==> src/rtl/mac_pkg.sv <==
// Shared widths, FSM state type and result helpers for the MAC sequencer.
// Build option: MAC_SAT_EN selects saturating results instead of wrapping.
package mac_pkg;

    localparam int INT_BITS  = 7;
    localparam int FRAC_BITS = 9;
    localparam int LEN_W     = 8;
    localparam int GUARD     = 8;
    localparam int W         = INT_BITS + FRAC_BITS;
    localparam int PW        = 2 * W;
    localparam int ACC_W     = PW + GUARD;

    typedef enum logic [1:0] {
        IDLE,
        RUN,
        DRAIN,
        DONE
    } state_t;

    // Overflow when the guard bits plus result MSB are not all equal
    function automatic logic acc_ovf(
        input logic [ACC_W-1:0] acc
    );
        return !((&acc[ACC_W-1:PW-1]) || (~|acc[ACC_W-1:PW-1]));
    endfunction

    function automatic logic [PW-1:0] sat_trunc(
        input logic [ACC_W-1:0] acc
    );
`ifdef MAC_SAT_EN
        if (acc_ovf(acc))
            return acc[ACC_W-1] ? {1'b1, {(PW-1){1'b0}}}
                                : {1'b0, {(PW-1){1'b1}}};
        return acc[PW-1:0];
`else
        return acc[PW-1:0];
`endif
    endfunction

endpackage

==> src/rtl/mac_pe.sv <==
// Signed multiply-add processing element.
// Build option: none.
module mac_pe
    import mac_pkg::*;
(
    input  logic signed [W-1:0]  i_a,
    input  logic signed [W-1:0]  i_b,
    input  logic signed [PW-1:0] i_data_adder,
    output logic signed [PW-1:0] o_prod
);

    assign o_prod = i_a * i_b + i_data_adder;

endmodule

==> src/rtl/mac_seq_ctrl.sv <==
// Sequences one mac_pe through a LEN-pair signed dot product.
// Build option: MAC_SAT_EN clamps overflowing results.
module mac_seq_ctrl
    import mac_pkg::*;
(
    input  logic             clk,
    input  logic             rst,
    input  logic             start,
    input  logic [LEN_W-1:0] len,
    output logic             busy,
    input  logic             in_valid,
    output logic             in_ready,
    input  logic [W-1:0]     in_a,
    input  logic [W-1:0]     in_b,
    output logic             res_valid,
    input  logic             res_ready,
    output logic [PW-1:0]    res_data,
    output logic             res_ovf
);

    state_t             r_state;
    state_t             w_state_nxt;
    logic [LEN_W-1:0]   r_cnt;
    logic [PW-1:0]      r_p_q;
    logic               r_pv;
    logic [ACC_W-1:0]   r_acc;
    logic [PW-1:0]      r_res_data;
    logic               r_res_ovf;

    logic               w_hs;
    logic               w_last;
    logic [PW-1:0]      w_prod;
    logic [ACC_W-1:0]   w_p_ext;
    logic [ACC_W-1:0]   w_acc_nxt;

    mac_pe u_pe (
        .i_a          (in_a),
        .i_b          (in_b),
        .i_data_adder ({PW{1'b0}}),
        .o_prod       (w_prod)
    );

    assign w_hs      = in_valid && in_ready;
    assign w_last    = w_hs && (r_cnt == LEN_W'(1));
    assign w_p_ext   = {{GUARD{r_p_q[PW-1]}}, r_p_q};
    // Product captured last edge is folded in one cycle later
    assign w_acc_nxt = r_pv ? (r_acc + w_p_ext) : r_acc;
    assign res_data  = r_res_data;
    assign res_ovf   = r_res_ovf;

    always_ff @(posedge clk) begin
        if (rst)
            r_state <= IDLE;
        else
            r_state <= w_state_nxt;
    end

    always_comb begin
        w_state_nxt = r_state;
        busy        = 1'b1;
        in_ready    = 1'b0;
        res_valid   = 1'b0;
        unique case (r_state)
            IDLE: begin
                busy = 1'b0;
                if (start)
                    w_state_nxt = (len == '0) ? DONE : RUN;
            end
            RUN: begin
                in_ready = 1'b1;
                if (w_last)
                    w_state_nxt = DRAIN;
            end
            DRAIN: w_state_nxt = DONE;
            DONE: begin
                res_valid = 1'b1;
                if (res_ready)
                    w_state_nxt = IDLE;
            end
        endcase
    end

    always_ff @(posedge clk) begin
        if (rst) begin
            r_cnt      <= '0;
            r_p_q      <= '0;
            r_pv       <= 1'b0;
            r_acc      <= '0;
            r_res_data <= '0;
            r_res_ovf  <= 1'b0;
        end else begin
            r_pv <= 1'b0;
            unique case (r_state)
                IDLE: begin
                    if (start) begin
                        r_cnt <= len;
                        r_acc <= '0;
                        if (len == '0) begin
                            r_res_data <= '0;
                            r_res_ovf  <= 1'b0;
                        end
                    end
                end
                RUN: begin
                    r_acc <= w_acc_nxt;
                    if (w_hs) begin
                        r_p_q <= w_prod;
                        r_pv  <= 1'b1;
                        r_cnt <= r_cnt - LEN_W'(1);
                    end
                end
                DRAIN: begin
                    r_acc      <= w_acc_nxt;
                    r_res_data <= sat_trunc(w_acc_nxt);
                    r_res_ovf  <= acc_ovf(w_acc_nxt);
                end
                DONE: begin
                end
            endcase
        end
    end

endmodule

==> config.mk <==
export PLATFORM = sky130hd
export DESIGN_NAME = mac_seq_ctrl
export DESIGN_NICKNAME = d
export VERILOG_FILES = /design/src/rtl/mac_pkg.sv /design/src/rtl/mac_pe.sv /design/src/rtl/mac_seq_ctrl.sv
export SDC_FILE = /design/constraint.sdc
export NUM_CORES = 1
export LEC_CHECK = 0
export CAP_MARGIN = 20
export CORE_MARGIN = 1
export CORE_UTILIZATION = 61
export CTS_BUF_LIST = sky130_fd_sc_hd__clkbuf_8
export DETAILED_ROUTE_END_ITERATION = 8
export GPL_ROUTABILITY_DRIVEN = 1
export PLACE_DENSITY = 0.81
export REMOVE_ABC_BUFFERS = 1
export SYNTH_ARGS = -nofsm -noshare
export SYNTH_HDL_FRONTEND = slang
export SYNTH_SLANG_ARGS = --single-unit
export TNS_END_PERCENT = 20
==> constraint.sdc <==
create_clock -name clk -period 11.7 [get_ports clk]
set_input_delay 3.51 -clock clk [delete_from_list [all_inputs] [get_ports clk]]
set_output_delay 3.51 -clock clk [all_outputs]
set_load 0.05 [all_outputs]
==> results of run 1 <==
[worst max-delay path, cell delays in order]
cell,delay [ns]
clkdlybuf4s50_1,0.88
nand2_1,0.19
fa_1,0.58
inv_1,0.06
fa_1,0.49
inv_1,0.05
fa_1,0.53
inv_1,0.05
fa_1,0.38
fa_1,0.51
inv_1,0.06
fa_1,0.48
inv_1,0.04
ha_1,0.34
a21o_1,0.18
a21o_1,0.17
a21oi_1,0.13
inv_1,0.07
a221o_1,0.35
a41oi_1,0.44
o211ai_1,0.26
a2111oi_0,0.42
nor3_1,0.12
xnor2_1,0.14
a211oi_1,0.21
[report_power, final]
part	leakage (uW)	internal [uW]	switching [uW]	total, uW
sequential	0.000939	437	38.9	476
clock	0.000215	217	167	384
combinational	0.00756	2250	2850	5100
total	0.00871	2910	3050	5960
[how the worst max path moves through the flow]
| stage | startpoint | to | slack, ns | cells after the start |
|---|---|---|---|---|
| 6_report | in_a[7] | r_p_q[30] | 1.39 | 25 |
| 5_1_grt | in_a[7] | r_p_q[30] | 0.99 | 25 |
| 4_1_cts | in_b[4] | r_p_q[30] | 1.50 | 25 |
| 3_5_place_dp | in_b[4] | r_p_q[30] | 1.04 | 25 |
| 3_3_place_gp | in_a[10] | r_p_q[30] | 1.24 | 24 |
| 2_1_floorplan | in_a[11] | r_p_q[30] | 2.47 | 23 |
[flip-flops by register name (all words and copies together) (netlist names)]
signal / flops
r_acc: 40
r_cnt: 8
r_p_q: 32
r_pv: 1
r_state: 2
res_data: 32
res_ovf: 1
[stage by stage]
| step | util, % | total power [uW] |
|---|---|---|
| after floorplan | - | 4500 |
| after CTS | 67.45 | 5929 |
| after detailed placement | 65.96 | 5523 |
| final | 67.56 | 5962 |
| after global routing | 67.56 | 6730 |
| after global placement | 65.96 | 5340 |
[layer usage]
metal	GRT usage (%)	up-vias	part of all wire, %
met5	0	-	0
met4	8.893	0	2.0
met3	3.432	77	7.2
met2	49.44	498	46
met1	41.64	6631	45
li1	-	6359	-
[cell usage after synthesis, drive strengths merged (6+ instances only)]
cell / instances / area [sq um]
a211oi: 21 / 162.6
a21o: 44 / 330.3
a21oi: 133 / 669.4
a22oi: 34 / 255.2
and2: 124 / 775.7
and3: 8 / 50.05
clkbuf: 83 / 311.6
dfxtp: 116 / 2322
fa: 263 / 5265
ha: 128 / 1602
inv: 324 / 1216
mux2: 8 / 90.09
mux2i: 20 / 203.9
nand2: 223 / 839.6
nand2b: 16 / 100.1
nand3: 17 / 85.08
nand4: 11 / 68.82
nor2: 177 / 666.9
nor3: 15 / 75.07
o21ai: 33 / 168.9
o21bai: 10 / 75.07
o31ai: 7 / 80.08
or3: 8 / 50.05
or4: 6 / 45.04
xnor2: 50 / 437.9
xor2: 18 / 157.7
[layout make-up]
class	count	area, sq um
Clock inverter	13	141.4
Tap cell	341	426.7
Timing Repair Buffer	92	908.4
Inverter	324	1216
Clock buffer	19	261.5
Fill cell	2185	8768
Multi-Input combinational cell	1452	12980
Sequential cell	116	2323
[cells by family after synthesis]
| kind of cell | count (synthesis) |
|---|---|
| AND/OR/NAND/NOR | 632 |
| flip-flops | 116 |
| adder cells (fa/ha/maj) | 391 |
| AO/OA/AOI/OAI | 333 |
| buffers and inverters | 412 |
| XOR/XNOR | 68 |
| multiplexers | 28 |
==> impl_results.md, run 1 <==
* Status: complete, no violations
* Slew Limit Fails at 0
* DP Worst Slack at 1.038 ns
* Sequential area share after synthesis at 13.80%
* Minimum clock period at 10.31 ns
* Placed Cells at 2324
* Design Area, Final at 18260 sq um
* Nets at 2439
* Number of top-level pins at 81
* XOR/XNOR Fraction of Synth Area at 3.540%
* RSZ-0062 raised after global routing: false
* # port buffers at 80
* Final hold vios at 0
* Worst Tran Pin Value at 1.057 ns
* Setup WS post-layout at 1.391 ns
* Synth warn at 0
* CTS tree: yes
* First-pass GRT wire length at 68.44 mm
* Hold_ws at 0.4611 ns
* Largest net degree at the start of global routing at 61
* Detail Route Antenna Nets at 0
* Total GRT Usage at 29.93%
* Initial antenna violation count at 0
* Synth Instances at 1980
* Compound-cell area share of the yosys netlist at 13.35%
* Pwr dens at 326.5 nW/um^2
* Largest family of logic cells by synthesized area: adder cells
* Via count at 13565
* Post-DP HPWL at 31.25 mm
* Pre-antenna DRT Iters at 6
* Cells on Worst Hold Path at 2
* Hold endpoint: r_p_q[20]
* Setup bufs post-CTS at 0
* Most common cell after layout, fill and taps aside: inv_1
* Max_cap viols at 0
* Clock buffer depth at 2
* Vias in the first global route at 14024
* Post-CTS sizing at 0
* Worst IR Drop VDD at 0.0002363 V
* Worst skew pair latency at 0.44 ns
* Vias per cell at 5.755
* Syn_area_per_cell at 8.498 sq um
* Setup Viol. Count Final at 0
* Root buf cell: clkbuf_8
* Synth Area in Simple Gates at 17.56%
* Reg2Reg Depth at 10
* Skew final at 0.01549 ns
* Die width at 168.1 um
* Initial Utilization at 62.26%
* Diodes inserted at 0
* Placed Area at 17830 sq um
* Ys async rst share at 0%
* Final setup TNS at 0 ns
* Most frequent cells in the layout: inv_1 (327), fa_1 (263), nand2_1 (222), nor2_1 (176), a21oi_1 (131)
* Layout cell share with drive strength beyond 1 at 3.522%
* Synth unique cells at 72
* Cell Rows at 60
* Worst Hold Class: reg2reg
* R2R Path Start: r_acc[1]
* #FFs+latches synth at 116
* Post-synthesis cell area at 16830 sq um
* Worst rel slew slack at 29.56%
* 1st-iter DRT viols at 1074
* Static leakage at 0.008714 uW
* DR DRC count at 0
* GR Overflow Total at 0
* Post-synthesis mux area share at 1.747%
* Global placement routability congestion at 0.9532
* Reg clk slew, reported paths at 0.07 ns
* WL/cell at 16.84 um
* Worst R2R Setup Slack at 7.90 ns
* Reg2reg end: res_ovf
* H-tree level count at 4
* TritonCTS Sinks at 116
* Critical path data required time at 12.06 ns
* Core area at 27030 sq um
* TritonCTS Buffers at 17
* Arrival time worst endpoint at 10.67 ns
* Area Overhead vs Synth at 8.507%
* Post-synth EDFFs at 0
* Final period util at 88.11%
* Routed WL at 39.69 mm
* CP Launch Type: input port
* Final cell count without fillers at 2357
* CP endpoint kind: flop
* CTS Hold Bufs at 0
* Fmax at 0.09700 GHz
* Synth Flop Type: dfxtp_1
* Die Footprint at 28250 sq um
* Post-Synth Adder-Cell Area at 40.81%
* Chip height at 168.1 um
* CP Class: in2reg
* Min-delay src: r_p_q[20]
* Worst Path Max Fanout at 16
No activity file was read; power rests on OpenSTA's default activity.
==> run 2, diff against run 1 <==
--- a/config.mk
+++ b/config.mk
@@ -11,8 +11,10 @@
 export CTS_BUF_LIST = sky130_fd_sc_hd__clkbuf_8
 export DETAILED_ROUTE_END_ITERATION = 8
 export GPL_ROUTABILITY_DRIVEN = 1
+export HOLD_SLACK_MARGIN = 0.03
 export PLACE_DENSITY = 0.81
 export REMOVE_ABC_BUFFERS = 1
+export SETUP_SLACK_MARGIN = 0.15
 export SYNTH_ARGS = -nofsm -noshare
 export SYNTH_HDL_FRONTEND = slang
 export SYNTH_SLANG_ARGS = --single-unit
==> results of run 2 <==
No change in the layout: final DEF, timing and power equal those of run 1.
